<file path="config.mk">
export PLATFORM = sky130hd
export DESIGN_NAME = aes_uart_sched
export DESIGN_NICKNAME = d
export VERILOG_FILES = /design/src/rtl/aes_uart_sched.sv
export SDC_FILE = /design/constraint.sdc
export NUM_CORES = 1
export LEC_CHECK = 0
export CAP_MARGIN = 20
export CORE_AREA = 2 2 612 614
export DETAILED_ROUTE_END_ITERATION = 10
export DIE_AREA = 0 0 614 616
export GPL_TIMING_DRIVEN = 1
export PLACE_DENSITY = 0.3
export REMOVE_ABC_BUFFERS = 1
export SYNTH_ARGS = -nofsm -noshare
export SYNTH_HDL_FRONTEND = slang
export SYNTH_SLANG_ARGS = --single-unit
export TNS_END_PERCENT = 50
</file>
<file path="constraint.sdc">
create_clock -name clk -period 3.8 [get_ports clk]
set_input_delay 0.57 -clock clk [delete_from_list [all_inputs] [get_ports clk]]
set_output_delay 0.57 -clock clk [all_outputs]
set_load 0.01 [all_outputs]
</file>
<file path="src/rtl/aes_uart_sched.sv">
// Round-robin scheduler sharing one AES-256 engine between the encrypt (EPR) and
// decrypt (UART RX) block streams, with start/done sequencing and a watchdog.
module aes_uart_sched #(
    parameter int unsigned BLK_W   = 128,
    parameter int unsigned KEY_W   = 256,
    parameter int unsigned TMO_CYC = 1024,
    parameter int unsigned CNT_W   = 16
) (
    input  logic             clk,
    input  logic             rst,
    input  logic             i_en,
    input  logic             i_ee,
    input  logic             i_de,
    input  logic [KEY_W-1:0] i_ekey,
    input  logic [KEY_W-1:0] i_dkey,
    input  logic [BLK_W-1:0] s_enc_tdata,
    input  logic             s_enc_tvalid,
    output logic             s_enc_tready,
    input  logic [BLK_W-1:0] s_dec_tdata,
    input  logic             s_dec_tvalid,
    output logic             s_dec_tready,
    output logic [BLK_W-1:0] m_enc_tdata,
    output logic             m_enc_tvalid,
    input  logic             m_enc_tready,
    output logic [BLK_W-1:0] m_dec_tdata,
    output logic             m_dec_tvalid,
    input  logic             m_dec_tready,
    output logic             o_aes_start,
    output logic             o_aes_mode,
    output logic [KEY_W-1:0] o_aes_key,
    output logic [BLK_W-1:0] o_aes_din,
    input  logic             i_aes_done,
    input  logic [BLK_W-1:0] i_aes_dout,
    output logic             o_busy,
    output logic             o_owner,
    output logic             o_tmo,
    output logic [CNT_W-1:0] o_enc_cnt,
    output logic [CNT_W-1:0] o_dec_cnt
);

    localparam int unsigned WD_W = $clog2(TMO_CYC);

    typedef enum logic [1:0] {IDLE, START, RUN, OUT} state_t;

    state_t          state, state_nx;
    logic [WD_W-1:0] wd;
    logic [BLK_W-1:0] res;
    logic            req_e, req_d, gnt_d, take, wd_hit, out_hs;

    always_comb begin
        req_e        = i_en & i_ee & s_enc_tvalid;
        req_d        = i_en & i_de & s_dec_tvalid;
        // On a tie the path that did not own the engine last time wins.
        gnt_d        = req_d & (~req_e | ~o_owner);
        // Readies are masked by reset so nothing is offered while rst is low.
        s_enc_tready = rst & (state == IDLE) & req_e & ~gnt_d;
        s_dec_tready = rst & (state == IDLE) & gnt_d;
        take         = s_enc_tready | s_dec_tready;
        wd_hit       = (wd == WD_W'(TMO_CYC - 1));
        out_hs       = (m_enc_tvalid & m_enc_tready) | (m_dec_tvalid & m_dec_tready);
        o_aes_start  = (state == START);
        o_tmo        = (state == RUN) & ~i_aes_done & wd_hit;
        o_busy       = (state != IDLE);
        m_enc_tdata  = res;
        m_dec_tdata  = res;
    end

    always_comb begin
        state_nx = state;
        case (state)
            IDLE:    if (take) state_nx = START;
            START:   state_nx = RUN;
            RUN:     if (i_aes_done) state_nx = OUT;
                     else if (wd_hit) state_nx = IDLE;
            OUT:     if (out_hs) state_nx = IDLE;
            default: state_nx = IDLE;
        endcase
    end

    always_ff @(posedge clk or negedge rst) begin
        if (!rst) begin
            state        <= IDLE;
            wd           <= '0;
            o_owner      <= 1'b1;
            o_aes_mode   <= 1'b0;
            o_aes_key    <= '0;
            o_aes_din    <= '0;
            res          <= '0;
            m_enc_tvalid <= 1'b0;
            m_dec_tvalid <= 1'b0;
            o_enc_cnt    <= '0;
            o_dec_cnt    <= '0;
        end else begin
            state <= state_nx;
            if (state == START)
                wd <= '0;
            else if (state == RUN)
                wd <= wd + 1'b1;
            if (take) begin
                o_owner    <= gnt_d;
                o_aes_mode <= gnt_d;
                o_aes_key  <= gnt_d ? i_dkey : i_ekey;
                o_aes_din  <= gnt_d ? s_dec_tdata : s_enc_tdata;
            end
            if (state == RUN && i_aes_done) begin
                res          <= i_aes_dout;
                m_enc_tvalid <= ~o_aes_mode;
                m_dec_tvalid <= o_aes_mode;
            end
            if (out_hs) begin
                m_enc_tvalid <= 1'b0;
                m_dec_tvalid <= 1'b0;
            end
            if (m_enc_tvalid && m_enc_tready)
                o_enc_cnt <= o_enc_cnt + 1'b1;
            if (m_dec_tvalid && m_dec_tready)
                o_dec_cnt <= o_dec_cnt + 1'b1;
        end
    end

endmodule

</file>
Word-level counts from Yosys, hierarchy flattened
Index checks and enable logic that the tools add are counted.

Register bits after elaboration: 560. Bits in latches: 0. Bits in writable memories: 0. ROM bits: 0. Input bits: 906. Output and inout bits: 681. Word-level logic and storage cells: 63. Memories: 0.

Add/sub/neg operators: 3. Multipliers: 0. Divide/modulo/power cells: 0. Order comparisons: 0. Eq/ne operators: 7. Shift operators: 0. Multiplexer cells: 13. Bitwise gates (word level): 21. Reductions and logical operators: 8.

Operators by type and width (number): $mux W256 (1); $mux W128 (1); $add A16 B1 Y16 const B (2); $mux W10 (2); $and A1 B1 Y1 (13); $add A10 B1 Y10 const B (1); $eq A10 B10 Y1 const B (1); $mux W2 (4); $pmux W2 S4 (1); $reduce_bool A2 Y1 (3); $not A1 Y1 (5); $eq A2 B2 Y1 const B (2); $mux W1 (4); $ne A2 B2 Y1 const B (2); $logic_and A1 B1 Y1 (3); $ne A3 B3 Y1 const B (1); $or A1 B1 Y1 (3); $reduce_and A3 Y1 (1); $eq A2 B1 Y1 const B (1); $logic_not A2 Y1 (1).

Depth between registers and ports, before layout
Word-level depth: 10. Depth in mapped cells: 11. Depth with buffers taken out: 7.

Worst setup path before layout
Ideal clock, no wire load.

Path kind: input to output. Start: input s_enc_tvalid. End: output s_enc_tready. Arrival time: 1.588 ns. Required time: 3.230 ns. Setup slack: 1.642 ns. Stages on the path: 6. Path buffers: 3. Path through: nand3_1 -> nand4_1 -> buf_2 -> buf_2 -> buf_2 -> nor2b_1.

Longest elaborated chain between the ends: 6. Elaborated cells between the ends (all ways): 7. Those cells by class: bitwise (7).

Ends and longest elaborated chain: start: declaration (RTL line 17) `input logic s_enc_tvalid,`; $and A1 B1 Y1 * (RTL line 51) `req_e = i_en & i_ee & s_enc_tvalid;`; $not A1 Y1 (RTL line 54) `gnt_d = req_d & (~req_e | ~o_owner);`; $or A1 B1 Y1 (RTL line 54); $and A1 B1 Y1 (RTL line 54); $not A1 Y1 (RTL line 56) `s_enc_tready = rst & (state == IDLE) & req_e & ~gnt_d;`; $and A1 B1 Y1 * (RTL line 56); end: declaration (RTL line 18) `output logic s_enc_tready,`.

Mark *: on every way between the ends. The rest lies on a longest branch, timed or not.

Worst setup path after layout
Start: register wd[0]. End: output o_tmo.

Longest elaborated chain between the ends: 2.

Ends and longest elaborated chain: start: declaration (RTL line 46) `logic [WD_W-1:0] wd;`; start signal: assignment (RTL line 98) `wd <= wd + 1'b1;`; $eq A10 B10 Y1 (RTL line 59) `wd_hit = (wd == WD_W'(TMO_CYC - 1));`; $and A1 B1 Y1 (RTL line 62) `o_tmo = (state == RUN) & ~i_aes_done & wd_hit;`; end: declaration (RTL line 36) `output logic o_tmo,`.

Every way passes these cells.

==> out/summary.txt <==
Worst Path Buf+Inv: 1
CTS Hold Buffers Added: 1
Fillers: 42000
post-synthesis sequential area ratio: 55.2%
initial core utilization: 6.83%
root buffer cell: clkbuf_16
largest net degree at the start of global routing: 112
cells after synthesis: 2278
critical-path cell list: ha_1 > nand3_1 > or3_1 > nor3b_1 > clkdlybuf4s50_1
CP Capture Type: primary output
min Tclk post-route: 3450 ps
HPWL after DPL: 211000 um
Reg clk slew, reported paths: 60 ps
RSZ-0062 raised after global routing: false
post-synth cell types: 35
Pwr Density: 793 nW/um^2
Hold WS: 249 ps
HP Class: input port to asynchronous set/reset pin
vias in the first global route: 24600
Tightest Pin Transition: 948 ps
1st-iter DRT viols: 1015
Area Overhead vs Synth: 95.3%
first-pass GRT wire length: 297000 um
WP data arrival: 2880 ps
Clock Latency Late Sink: 780 ps
Post-DP Area: 46600 um^2
Longest Clk Path Bufs: 4
cell area after layout: 49500 um^2
Post-synth EDFFs: 0
Routed Antenna Nets: 0
crit path kind: flop to primary output
number of primary I/O pins: 1587
H-tree depth: 3
ratio of final minimum period to clock period: 90.9%
Most used DFF post-synth: dfrtp_1
Num CTS Buffers: 88
worst reg2reg setup slack: 910 ps
Reg-to-Reg Start: state[0]$_DFFE_PN0P_
crit-path max FO: 5
CP max stage delay: 660 ps
area taken by multi-input logic gates: 9700 um^2
Total GRT Usage: 12.3%
FF+latch area: 14000 um^2
Via density: 2.65
slowest CP cell: clkdlybuf4s50_1
drt first pass iters: 5
die height: 616 um
initial antenna violation count: 81
worst flop-to-flop path endpoint: o_aes_key[235]$_DFFE_PN0P_
CP required: 3230 ps
postcts setup bufs: 0
Top delay family on crit path: simple AND/OR/NAND/NOR gates
Max-slew headroom: 36.6%
routed wire length per instance: 27.3 um
Lkg Pwr: 21.0 nW
clk sink count: 560
Final nets: 4669
Synth async-reset ratio: 100%
Std-Cell Rows: 224
Port Buffers: 1586
VDD IR max: 0.232 mV
DR vias: 23300
synthesized area: 25400 um^2
Register-to-Register Path Depth: 9
DRC viols: 0
GR Overflow Total: 0
Pins Over Slew Limit: 0
routability cong.: 0.829
post-cts sizing count: 0
WL final: 240000 um
share of layout cells above drive strength 1: 9.16%
Startpoint Class: flop
Final Hold Fails: 0
Synth Area per Inst: 11.1 um^2
FF+latch count, synth: 560
Final Skew: 45.4 ps
die area: 378000 um^2
die width: 614 um
Setup-failing EPs final: 0
f_max: 290 MHz
Syn. warnings: 0
Core Box Area: 371000 um^2
outcome: finished clean
CTS tree: yes
max_cap viols: 0
-- synthesized netlist by cell type (all sizes together) (9+ instances only) --
| cell type | count | area [um^2] |
|---|---|---|
| mux2 | 132 | 1490 |
| nand4 | 13 | 81.3 |
| nand3 | 17 | 85.1 |
| dfrtp | 559 | 14000 |
| o21ai | 387 | 1940 |
| mux2i | 385 | 3850 |
| nand2 | 405 | 1520 |
| xnor2 | 26 | 228 |
| inv | 9 | 33.8 |
| clkbuf | 48 | 180 |
| nor2 | 13 | 48.8 |
| buf | 224 | 1460 |
-- worst reg2reg max path, delay by kind of cell (launching register included) --
kind | cells | cell delay, ps
buffers and inverters | 3 | 910
and+or+nand+nor | 3 | 590
DFF | 1 | 430
adders and majority gates | 1 | 480
AOI/OAI and AO/OA | 2 | 330
-- placed cells by master (no fill, tap or decap), types with 2 or more instances in the layout --
master | netlist | final
clkdlybuf4s50_1 | 0 | 1581
dfrtp_1 | 559 | 559
nand2_1 | 405 | 404
mux2i_1 | 385 | 385
o21ai_1 | 300 | 300
mux2_2 | 132 | 132
clkbuf_16 | 0 | 89
o21ai_0 | 87 | 87
buf_4 | 133 | 56
xnor2_1 | 26 | 26
clkbuf_8 | 0 | 20
buf_12 | 0 | 20
clkbuf_1 | 48 | 19
nand3_1 | 17 | 17
clkinv_2 | 0 | 16
nand4_1 | 13 | 13
nor2_1 | 13 | 13
diode_2 | 0 | 12
inv_1 | 9 | 9
xor2_1 | 8 | 8
a21oi_1 | 8 | 8
ha_1 | 8 | 8
nor3_1 | 6 | 6
and3_1 | 5 | 5
o22ai_1 | 5 | 5
bufinv_16 | 0 | 4
clkinvlp_4 | 0 | 4
nor2b_1 | 3 | 3
nor3b_1 | 3 | 3
a22oi_1 | 2 | 2
a21o_1 | 2 | 2
-- logic make-up (layout without fill, tap and decap cells) --
group / after synthesis / after routing / synth area share [%]
fa+ha+maj: 8 / 8 / 0.395
other cells: 0 / 12 / 0
simple gates: 471 / 471 / 7.41
compound gates: 407 / 407 / 8.13
flops: 560 / 560 / 55.2
mux: 517 / 517 / 21.0
buf+inv: 281 / 1824 / 6.60
xor+xnor: 34 / 34 / 1.17
-- metal layers --
metal,global-route usage (%),wire length [um],vias to the layer above
met5,0,400,-
met3,3.82,16600,251
met2,23.3,129000,863
li1,-,-,10700
met1,13.4,91100,11400
met4,1.71,3470,58
-- where the power goes --
part / internal [mW] / switching (mW) / total (mW) / leakage (nW)
Combinational: 8.50 / 10.8 / 19.3 / 12.6
Clock: 4.96 / 3.36 / 8.32 / 1.41
Sequential: 8.86 / 2.77 / 11.6 / 6.98
Total: 22.3 / 16.9 / 39.3 / 21.0
-- worst max-delay path by stage --
| stage | start | end | slack [ps] | cells after the start |
|---|---|---|---|---|
| 2_1_floorplan | i_en | o_aes_din[127]$_DFFE_PN0P_ | -24490 | 3 |
| 3_3_place_gp | s_enc_tvalid | o_aes_key[34]$_DFFE_PN0P_ | 630 | 7 |
| 3_5_place_dp | s_enc_tvalid | o_aes_key[195]$_DFFE_PN0P_ | 720 | 7 |
| 4_1_cts | state[0]$_DFFE_PN0P_ | s_enc_tready | 180 | 6 |
| 5_1_grt | wd[0]$_DFFE_PN0P_ | o_tmo | 170 | 5 |
| 6_report | wd[0]$_DFFE_PN0P_ | o_tmo | 350 | 5 |
-- registers in the layout, summed over array words and instances (netlist names) --
name,count
o_aes_key,256
m_dec_tdata,128
o_aes_din,128
o_dec_cnt,16
o_enc_cnt,16
wd,10
state,2
m_dec_tvalid,1
m_enc_tvalid,1
o_aes_mode,1
o_owner,1
-- cell type report --
cell class / instances / share of cell area, %
Sequential cell: 560 / 28.3
Tap cell: 4972 / 12.6
Clock inverter: 28 / 0.594
Timing Repair Buffer: 1659 / 33.7
Clock buffer: 128 / 5.20
Antenna cell: 12 / 0.0606
Multi-Input combinational cell: 1437 / 19.6
Inverter: 9 / 0.0682
-- metrics by stage --
step / worst slack (ps) / setup TNS [ps] / cells / util, % / total power [mW]
finish: 346 / 0 / 8805 / 13.3 / 39.3
CTS: 177 / 0 / 8793 / 13.3 / 41.3
global route: 165 / 0 / 8793 / 13.3 / 41.7
global placement: 632 / 0 / 8636 / 12.6 / 32.5
floorplan: -24490 / -9442590 / 2006 / - / 16.4
detailed placement: 723 / 0 / 8636 / 12.6 / 32.4
(Power assumes the default switching activity.)
==> patch: new RTL, config.mk and constraints unchanged <==
Set the parameter `BLK_W` to 64 (it was 128).
--- a/src/rtl/aes_uart_sched.sv
+++ b/src/rtl/aes_uart_sched.sv
@@ -2,5 +2,5 @@
 // decrypt (UART RX) block streams, with start/done sequencing and a watchdog.
 module aes_uart_sched #(
-    parameter int unsigned BLK_W   = 128,
+    parameter int unsigned BLK_W   = 64,
     parameter int unsigned KEY_W   = 256,
     parameter int unsigned TMO_CYC = 1024,
Ports: changed (6 resized); port bits go from 1587 to 1203. The function was not compared with the original's and may differ.
==> patch against the unedited design <==
Area after synthesis shrank 13%; wire length shrank 40%; largest cell class unchanged; design area shrank 15%; highest routed layer unchanged; first-iteration DRC count shrank 38%; total power shrank 30%; worst setup slack gained 0.044 ns; sequential cell count shrank 128.
==> patch: results (changes against the unedited design) <==
metric	value	unit	change
result of the run	finished clean		
share of the yosys chip area belonging to registers	0.4900		-0.06246
final clock skew	0.06245	ns	+0.01706 ns
combinational cell fraction of total power	0.447		-0.045
clock latency at the later pin of the worst-skew pair	0.75	ns	-0.03 ns
drt first pass iters	4		-1
Yosys cell types	41		+17%
met3 Resource Use GR	0.02346		-0.01475
total number of vias	18260		-22%
proportion of power drawn by flip-flops and latches	0.304		+0.008
number of global-route vias before repair	19280		-22%
Synth Area in Compound Gates	0.1313		+0.04994
share of post-route cells with drive strength above 1	0.2821		+0.1905
global-route wire length before repair	186800	um	-37%
internal power of the cells	0.01712	W	-23%
reported leakage power	14.96	nW	-29%
maximum fanout count along the critical path	7		+2
slew margin rel.	0.3405		-0.02571
overall track demand over capacity in global routing	0.07348		-0.04914
leading post-synthesis cells by instance count	431 x sky130_fd_sc_hd__dfrtp_1, 320 x sky130_fd_sc_hd__mux2i_1, 300 x sky130_fd_sc_hd__nand2_2, 300 x sky130_fd_sc_hd__o21ai_2, 70 x sky130_fd_sc_hd__buf_2		
number of buffers inserted by port buffering	1202		-24%
pin count of the biggest net entering global routing	117		+4.5%
total clock buffers created by CTS	73		-17%
fraction of met1 tracks used by global routing	0.07650		-0.05745
signal arrival time at the worst endpoint	2.84	ns	-0.04 ns
Peak VDD IR	0.2362	mV	+1.8%
top cells by area in the synthesized netlist	sky130_fd_sc_hd__dfrtp_1 49%, sky130_fd_sc_hd__mux2i_1 15%, sky130_fd_sc_hd__o21ai_2 12%		
cell area reported after detailed placement	39440	um^2	-15%
==> patch: cell count changes in the layout (fill, tap and decap cells not counted), sizes merged, moves of 13 or more <==
cell	change
buf	-13
o21ai	-64
clkbuf	-20
mux2	-64
clkdlybuf4s50	-380
dfrtp	-128
mux2i	-65
nand2	-66
==> patch: final cells by class <==
| type | count | area, um^2 |
|---|---|---|
| diodes | 11 | 27.53 |
| clock buffers | 108 | 2182 |
| clock inverters | 18 | 216.5 |
| fillers | 42290 | 329500 |
| inverters | 9 | 33.78 |
| multi-input cells | 1180 | 9684 |
| flip-flops and latches | 432 | 10810 |
| well taps | 4972 | 6221 |
| repair buffers | 1266 | 12690 |
==> patch: critical path, cell delays in order, from the launching register on <==
cell and delay, ns:
sky130_fd_sc_hd__dfrtp_1 0.40, sky130_fd_sc_hd__inv_1 0.19, sky130_fd_sc_hd__ha_1 0.24, sky130_fd_sc_hd__and2_4 0.18, sky130_fd_sc_hd__nand4_1 0.19, sky130_fd_sc_hd__nor2_1 0.29
sky130_fd_sc_hd__clkdlybuf4s50_1 0.60
==> patch: what timing repair did <==
item	in CTS	in global routing
hold endpoints to repair	27	0
hold buffers	1	0
setup buffers	0	0
==> patch: logic make-up after synthesis <==
kind of cell	Yosys count
DFF	432
and+or+nand+nor	405
muxes	388
AOI/OAI and AO/OA	345
buffers and inverters	188
xor gates and xnor gates	34
adders and majority gates	8
==> patch: stage by stage <==
step / setup slack, ns / power, W / hold slack (ns) / instances
after global placement: -0.001532 / 0.02135 / 0.4639 / 7858
after CTS: 0.1817 / 0.02864 / 0.1851 / 7985
after global routing: 0.1875 / 0.02942 / 0.2349 / 7992
final: 0.3904 / 0.02757 / 0.2740 / 7996
after floorplan: -125.79 / 0.01440 / 0.2744 / 1621
after detailed placement: 0.01173 / 0.02135 / 0.4580 / 7858
==> patch: routing by layer <==
| layer | vias up | share of wire |
|---|---|---|
| met1 | 8864 | 0.36 |
| met2 | 608 | 0.54 |
| met3 | 139 | 0.072 |
| met4 | 6 | 0.029 |
| li1 | 8642 | - |
| met5 | - | 0.00024 |
==> patch: path summary, 6_finish.rpt <==
kind | to | slack [ns] | depth (start not counted)
max in group asynchronous | o_aes_key[78]$_DFFE_PN0P_ | 1.44 | 4
min in group clk | m_dec_tdata[10]$_DFFE_PN0P_ | 0.45 | 2
max | s_enc_tready | 0.39 | 6
min reg2reg | o_aes_key[103]$_DFFE_PN0P_ | 0.48 | 2
min | o_aes_key[101]$_DFFE_PN0P_ | 0.27 | 2
max reg2reg | o_aes_key[44]$_DFFE_PN0P_ | 0.90 | 8
